[src/rtl/jtag_pkg.sv]
// Shared TAP encodings, instruction opcodes and data-register selection.
package jtag_pkg;

    localparam int unsigned IR_WIDTH     = 4;
    localparam int unsigned IDCODE_WIDTH = 32;

    // TAP states, encoded as in the usual 1149.1 reference numbering
    typedef enum logic [3:0] {
        TAP_EX2_DR   = 4'h0,
        TAP_EX1_DR   = 4'h1,
        TAP_SH_DR    = 4'h2,
        TAP_PAUSE_DR = 4'h3,
        TAP_SEL_IR   = 4'h4,
        TAP_UPD_DR   = 4'h5,
        TAP_CAP_DR   = 4'h6,
        TAP_SEL_DR   = 4'h7,
        TAP_EX2_IR   = 4'h8,
        TAP_EX1_IR   = 4'h9,
        TAP_SH_IR    = 4'hA,
        TAP_PAUSE_IR = 4'hB,
        TAP_RTI      = 4'hC,
        TAP_UPD_IR   = 4'hD,
        TAP_CAP_IR   = 4'hE,
        TAP_TLR      = 4'hF
    } tap_state_t;

    localparam logic [IR_WIDTH-1:0] IR_IDCODE = 4'h1;
    localparam logic [IR_WIDTH-1:0] IR_USER   = 4'h8;
    localparam logic [IR_WIDTH-1:0] IR_BYPASS = 4'hF;

    // Which data register sits between TDI and TDO
    typedef enum logic [1:0] {
        DR_BYPASS = 2'd0,
        DR_IDCODE = 2'd1,
        DR_USER   = 2'd2
    } dr_sel_t;

    // Unknown opcodes fall back to BYPASS so the chain length stays defined
    function automatic dr_sel_t decode_ir(input logic [IR_WIDTH-1:0] code);
        case (code)
            IR_IDCODE: return DR_IDCODE;
            IR_USER:   return DR_USER;
            default:   return DR_BYPASS;
        endcase
    endfunction

endpackage

[src/rtl/jtag_sync.sv]
// Oversamples the JTAG pins into clk and flags TCK edges aligned with TMS/TDI.
module jtag_sync
    import jtag_pkg::*;
#(
    parameter int unsigned SYNC_STAGES = 2
) (
    input  logic clk,
    input  logic rst,
    input  logic tck,
    input  logic tms,
    input  logic tdi,
    output logic tck_rise,
    output logic tck_fall,
    output logic tms_s,
    output logic tdi_s
);

    logic [SYNC_STAGES-1:0] tck_sync;
    logic [SYNC_STAGES-1:0] tms_sync;
    logic [SYNC_STAGES-1:0] tdi_sync;
    logic                   tck_prev;

    // Synchronizer chains, previous-tck flop and registered edge strobes
    always_ff @(posedge clk) begin
        if (rst) begin
            tck_sync <= '0;
            tms_sync <= '0;
            tdi_sync <= '0;
            tck_prev <= 1'b0;
            tck_rise <= 1'b0;
            tck_fall <= 1'b0;
            tms_s    <= 1'b0;
            tdi_s    <= 1'b0;
        end else begin
            tck_sync[0] <= tck;
            tms_sync[0] <= tms;
            tdi_sync[0] <= tdi;
            for (int unsigned i = 1; i < SYNC_STAGES; i++) begin
                tck_sync[i] <= tck_sync[i-1];
                tms_sync[i] <= tms_sync[i-1];
                tdi_sync[i] <= tdi_sync[i-1];
            end
            tck_prev <= tck_sync[SYNC_STAGES-1];
            tck_rise <= tck_sync[SYNC_STAGES-1] & ~tck_prev;
            tck_fall <= ~tck_sync[SYNC_STAGES-1] & tck_prev;
            tms_s    <= tms_sync[SYNC_STAGES-1];
            tdi_s    <= tdi_sync[SYNC_STAGES-1];
        end
    end

endmodule

[src/rtl/jtag_tap_ctrl.sv]
// JTAG TAP controller: 16-state FSM, 4-bit IR, IDCODE/BYPASS/USER data registers.
module jtag_tap_ctrl
    import jtag_pkg::*;
#(
    parameter logic [IDCODE_WIDTH-1:0] IDCODE_VAL  = 32'h1000_563F,
    parameter int unsigned             USER_WIDTH  = 8,
    parameter int unsigned             SYNC_STAGES = 2
) (
    input  logic                  clk,
    input  logic                  rst,
    input  logic                  tck,
    input  logic                  tms,
    input  logic                  tdi,
    output logic                  tdo,
    output logic                  tdo_oe,
    output logic [USER_WIDTH-1:0] user_reg,
    output logic                  user_update,
    output logic [3:0]            tap_state
);

    logic tck_rise;
    logic tck_fall;
    logic tms_s;
    logic tdi_s;

    tap_state_t state_q;
    tap_state_t state_d;

    logic [IR_WIDTH-1:0]     ir;
    logic [IR_WIDTH-1:0]     ir_shift;
    logic [IDCODE_WIDTH-1:0] idcode_shift;
    logic                    bypass_shift;
    logic [USER_WIDTH-1:0]   user_shift;
    dr_sel_t                 dr_sel;
    logic                    dr_lsb;

    jtag_sync #(
        .SYNC_STAGES (SYNC_STAGES)
    ) u_sync (
        .clk      (clk),
        .rst      (rst),
        .tck      (tck),
        .tms      (tms),
        .tdi      (tdi),
        .tck_rise (tck_rise),
        .tck_fall (tck_fall),
        .tms_s    (tms_s),
        .tdi_s    (tdi_s)
    );

    assign tap_state = state_q;

    // TAP state register
    always_ff @(posedge clk) begin
        if (rst) begin
            state_q <= TAP_TLR;
        end else begin
            state_q <= state_d;
        end
    end

    // Next-state: standard TMS-driven walk, only on a TCK rising edge
    always_comb begin
        state_d = state_q;
        if (tck_rise) begin
            case (state_q)
                TAP_TLR:      state_d = tms_s ? TAP_TLR    : TAP_RTI;
                TAP_RTI:      state_d = tms_s ? TAP_SEL_DR : TAP_RTI;
                TAP_SEL_DR:   state_d = tms_s ? TAP_SEL_IR : TAP_CAP_DR;
                TAP_CAP_DR:   state_d = tms_s ? TAP_EX1_DR : TAP_SH_DR;
                TAP_SH_DR:    state_d = tms_s ? TAP_EX1_DR : TAP_SH_DR;
                TAP_EX1_DR:   state_d = tms_s ? TAP_UPD_DR : TAP_PAUSE_DR;
                TAP_PAUSE_DR: state_d = tms_s ? TAP_EX2_DR : TAP_PAUSE_DR;
                TAP_EX2_DR:   state_d = tms_s ? TAP_UPD_DR : TAP_SH_DR;
                TAP_UPD_DR:   state_d = tms_s ? TAP_SEL_DR : TAP_RTI;
                TAP_SEL_IR:   state_d = tms_s ? TAP_TLR    : TAP_CAP_IR;
                TAP_CAP_IR:   state_d = tms_s ? TAP_EX1_IR : TAP_SH_IR;
                TAP_SH_IR:    state_d = tms_s ? TAP_EX1_IR : TAP_SH_IR;
                TAP_EX1_IR:   state_d = tms_s ? TAP_UPD_IR : TAP_PAUSE_IR;
                TAP_PAUSE_IR: state_d = tms_s ? TAP_EX2_IR : TAP_PAUSE_IR;
                TAP_EX2_IR:   state_d = tms_s ? TAP_UPD_IR : TAP_SH_IR;
                TAP_UPD_IR:   state_d = tms_s ? TAP_SEL_DR : TAP_RTI;
                default:      state_d = TAP_TLR;
            endcase
        end
    end

    // Instruction decode and the bit presented to TDO from the selected DR
    always_comb begin
        dr_sel = decode_ir(ir);
        case (dr_sel)
            DR_IDCODE: dr_lsb = idcode_shift[0];
            DR_USER:   dr_lsb = user_shift[0];
            default:   dr_lsb = bypass_shift;
        endcase
    end

    // Capture and shift on TCK rise, keyed on the state before the transition
    always_ff @(posedge clk) begin
        if (rst) begin
            ir_shift     <= '0;
            idcode_shift <= '0;
            bypass_shift <= 1'b0;
            user_shift   <= '0;
        end else if (tck_rise) begin
            case (state_q)
                TAP_CAP_IR: ir_shift <= IR_WIDTH'(1);
                TAP_SH_IR:  ir_shift <= {tdi_s, ir_shift[IR_WIDTH-1:1]};
                TAP_CAP_DR: begin
                    case (dr_sel)
                        DR_IDCODE: idcode_shift <= IDCODE_VAL;
                        DR_USER:   user_shift   <= user_reg;
                        default:   bypass_shift <= 1'b0;
                    endcase
                end
                TAP_SH_DR: begin
                    case (dr_sel)
                        DR_IDCODE: idcode_shift <= {tdi_s, idcode_shift[IDCODE_WIDTH-1:1]};
                        DR_USER:   user_shift   <= {tdi_s, user_shift[USER_WIDTH-1:1]};
                        default:   bypass_shift <= tdi_s;
                    endcase
                end
                default: ;
            endcase
        end
    end

    // TDO drive, IR/USER updates and TLR instruction reset on TCK fall
    always_ff @(posedge clk) begin
        if (rst) begin
            tdo         <= 1'b0;
            tdo_oe      <= 1'b0;
            ir          <= IR_IDCODE;
            user_reg    <= '0;
            user_update <= 1'b0;
        end else begin
            user_update <= 1'b0;
            if (tck_fall) begin
                tdo_oe <= 1'b0;
                case (state_q)
                    TAP_SH_IR: begin
                        tdo    <= ir_shift[0];
                        tdo_oe <= 1'b1;
                    end
                    TAP_SH_DR: begin
                        tdo    <= dr_lsb;
                        tdo_oe <= 1'b1;
                    end
                    TAP_UPD_IR: ir <= ir_shift;
                    TAP_UPD_DR: begin
                        if (dr_sel == DR_USER) begin
                            user_reg    <= user_shift;
                            user_update <= 1'b1;
                        end
                    end
                    TAP_TLR: ir <= IR_IDCODE;
                    default: ;
                endcase
            end
        end
    end

endmodule

[config.mk]
export PLATFORM = sky130hd
export DESIGN_NAME = jtag_tap_ctrl
export DESIGN_NICKNAME = d
export VERILOG_FILES = /design/src/rtl/jtag_pkg.sv /design/src/rtl/jtag_sync.sv /design/src/rtl/jtag_tap_ctrl.sv
export SDC_FILE = /design/constraint.sdc
export NUM_CORES = 1
export LEC_CHECK = 0
export CORE_UTILIZATION = 35
export DETAILED_ROUTE_END_ITERATION = 6
export MAX_ROUTING_LAYER = met4
export SLEW_MARGIN = 10
export SYNTH_ARGS = -nofsm -noshare
export SYNTH_HDL_FRONTEND = slang
export SYNTH_HIERARCHICAL = 1
export SYNTH_SLANG_ARGS = --single-unit
[constraint.sdc]
create_clock -name clk -period 1.84 [get_ports clk]
set_input_delay 0.552 -clock clk [delete_from_list [all_inputs] [get_ports clk]]
set_output_delay 0.552 -clock clk [all_outputs]
set_load 0.1 [all_outputs]
==> results <==
- The flow ran to the end, and the final reports show no timing, DRC or antenna violations.
- The analysis attributes to net switching a power of 0.718 mW.
- The post-synthesis average cell area is 8.76 um2.
- The via count of the routed design is 2690.
- The class of the worst hold path is reg -> reg.
- The clock latency on the worst-skew pair is ~360 ps.
- The critical path goes through buf_4, buf_12.
- Prior to clock tree synthesis, the placed netlist has a worst setup slack of 86.9 ps.
- The chip height is 96.7 um.
- The die boundary width is ~97 um.
- The number of DRC violations after detailed-routing iteration 0 is 119.
- At the worst endpoint, the required time is about 1300 ps.
- The number of max-slew violations in the final report is 0.
- The total cell area at the placement stage is roughly 3600 um2.
- The flip-flop count of the largest register, all copies and words added is 32.
- The number of antenna diodes in the final layout is 0.
- Combinational logic burns 4.4% of the power.
- For this run, design rule violations remaining after detail routing come to 0.
- The endpoint identified for the worst register-to-register timing path is user_shift[3].
- The largest incremental delay on the critical path is about 470 ps.
- The library cell used most frequently in the layout, excluding fill and tap cells, is sky130_fd_sc_hd__dfxtp_1.
- The first global-routing pass estimated ~11000 um of wire.
- Setup repair after global routing could not meet its margin everywhere.
- Detailed placement finished with a half-perimeter wire length of 4300 um.
- The capture endpoint of the worst hold path is u_sync/tck_rise.
- The synthesized netlist contains 42 unique library cells.
- The number of global-route vias before repair is 2461.
- The start point of the worst hold path is u_sync/tck_prev.
- The number of nets still failing antenna checks after routing is 0.
- After synthesis the netlist holds a flip-flop and latch count of 75.
- Summed over all cells, the static leakage comes to 1.25 nW.
- Counting instances, the worst hold path has a depth of 1.
- The die outline area is 9340 um2.
- The startpoint of the lowest-slack register-to-register path is ir[1].
- Counting I/O delays and the setup requirement, the final critical path takes 1760 ps.
- The max-cap violation count is 0.
- The register-to-register setup slack is 120 ps.
- In this run the core area contains 34 standard-cell rows.
- The total of hold buffers inserted after clock tree synthesis is 0.
- Static timing analysis puts the maximum clock frequency at 0.567 GHz.
- For this run, the number of Yosys warnings is 6.
- Entering global routing, the biggest net connects 34 pins.
- The mapped netlist covers 3140 um2.
- CTS placed an instance of sky130_fd_sc_hd__clkbuf_8 at the clock tree root.
- The power share of the sequential group is between 50% and 60%.
- From synthesis to final layout, the design area changed by 22.3%.
- The number of cells traversed by the worst register-to-register path is 5.
- The largest individual stage delay along the critical path comes from the cell sky130_fd_sc_hd__dfxtp_2.
- The remaining global-route overflow is 0.
- The number of nets in the finished design is ~380.
- The CTS tree is built.
- The tightest hold path in the finished design has a slack of ~420 ps.
- The slew at the pin with the worst max-slew slack is 588 ps.
- The first detailed-routing pass ran for 4 iterations.
- The worst setup path is of the reg -> out kind.
- The final core area utilization is 44.2%.
- In the layout the commonest cells are sky130_fd_sc_hd__dfxtp_1, sky130_fd_sc_hd__a21oi_1, sky130_fd_sc_hd__o21ai_0.
- Setup violations remaining at the end of the flow were counted as 0.
- The number of cells in the design after placement is approximately 470.
- After clock tree synthesis, the clock-pin slew on the worst setup and hold paths is 80 ps.
- In this run the tightest slew margin relative to its limit is 60.7%.
- The fraction of final layout cells with drive strength greater than 1 is 18.8%.
- The setup TNS after final layout is 0 ps.
- Of the total power, the share spent switching nets is approximately a quarter.
- The H-tree depth reported by CTS is 3.
- STA puts the critical path data arrival time at 1210 ps.
- The total wire length after detailed routing is 6930 um.
- Across the VDD grid, the largest voltage drop is slightly below 0.4 mV.
- The share of total power dissipated in the clock network is between 30% and 40%.
- The finished layout holds 480 standard cells, fillers aside.
- Global routing used between 10% and 20% of the available tracks across all layers.
- The standard cell core area is about 8700 um2.
- After detailed routing, the average wire length per cell comes to 14.4 um.
- After layout, the worst setup slack is roughly 75 ps.
- The share of flip-flops with an asynchronous set or reset is 0%.
- Power spread over the standard cell area amounts to 762 nW/um2.
- Summing the sequential cell areas from Yosys gives 47.9% of the chip area.
- The power after layout is just under 3 mW.
- The total of buffers placed on input and output ports is 19.
- Synthesis produced a netlist with a net count of between 300 and 400.
- For this configuration, the core starts out at a cell density of 36.1%.
- The final number of hold-violating endpoints is 0.
- The internal power summed over all cells is 2.20 mW.
- The number of antenna violations at the first check in global routing came to 0.
- The most used flip-flop cell after synthesis is sky130_fd_sc_hd__dfxtp_1.
- Dividing the detail-routed via count by the number of cells gives 5.60.
- Post-CTS timing repair inserted 0 buffers for setup.
- The final clock period utilization by the worst path is 95.9%.
- The count of flip-flops with a built-in enable after synthesis is 0.
- With fillers left out, the area of the finished cells amounts to roughly 3800 um2.
- The worst setup path is launched from a flip-flop.
- Routability-driven placement finished with a final weighted congestion of around 0.78.
- The capturing element type of the critical path is a primary output.
- Gates resized during post-CTS repair numbered 0.
- The peak fanout along the critical path is 12.
- Clock skew on the completed layout was measured at 12.0 ps.
- The total clock sinks is 75.
- The post-synthesis cell count is 358.
- In this run the count of I/O pins placed on the die edge is 20.
- Buffers inserted during clock tree synthesis total 9.
- In this run the deepest clock path goes through 2 buffers.
==> kinds of logic (layout without fill, tap and decap cells) <==
family	after synthesis	in the layout	synth area share, %
AOI/OAI and AO/OA	114	114	20.6
and+or+nand+nor	120	120	24.1
adders and majority gates	2	2	0.798
DFF	75	75	47.9
buffers and inverters	47	61	6.62
==> power by group through the flow <==
stage	Clock (mW)	Sequential (mW)	Combinational, mW
after floorplan	0	1.70	0.0603
after global placement	0	1.68	0.127
after detailed placement	0	1.68	0.129
after CTS	1.18	1.65	0.129
after global routing	1.24	1.65	0.139
final	1.15	1.65	0.129
==> worst max path at each step <==
stage / from / slack [ps] / cells after the start / endpoint
2_1_floorplan: ir[1] / 4 / 7 / idcode_shift[1]
3_3_place_gp: ir[1] / 150 / 5 / idcode_shift[28]
3_5_place_dp: ir[1] / 90 / 5 / idcode_shift[28]
4_1_cts: tap_state[3] / 60 / 2 / tap_state[3]
5_1_grt: ir[1] / -20 / 6 / idcode_shift[15]
6_report: tap_state[3] / 80 / 2 / tap_state[3]
==> synth_stat cells, types with 10 or more instances <==
library cell,instances,share of area [%]
sky130_fd_sc_hd__dfxtp_1,75,48
sky130_fd_sc_hd__a21oi_1,58,9.3
sky130_fd_sc_hd__clkbuf_1,24,2.9
sky130_fd_sc_hd__o21ai_0,23,3.7
sky130_fd_sc_hd__nand4_1,21,4.2
sky130_fd_sc_hd__nand2_1,20,2.4
sky130_fd_sc_hd__nand3_1,14,2.2
sky130_fd_sc_hd__nor3_1,14,2.2
sky130_fd_sc_hd__o21ai_1,13,2.1
sky130_fd_sc_hd__nor2b_1,11,2.2
sky130_fd_sc_hd__buf_2,10,1.6
sky130_fd_sc_hd__nor4_2,10,4.0
==> cell type report <==
type                       count  area, um2
fill                         828       4840
sequential                    75       1510
multi-input combinational    236       1460
timing repair buffer          37        520
clock buffer                  10        138
tap                          108        135
clock inverter                 5       38.8
inverter                       9       33.8
==> metal layers <==
layer,vias up,routed length (um),global-route usage (%)
li1,1333,-,-
met1,1302,3350,18.6
met2,45,3240,24.5
met3,10,200,3.03
met4,0,140,8.73
met5,-,0,-
==> worst max-delay path, delay by kind of cell, from the launching register on <==
| family | cells | cell delay, ps |
|---|---|---|
| buffers and inverters | 2 | 380 |
| flip-flops | 1 | 470 |
(Power assumes the default switching activity.)
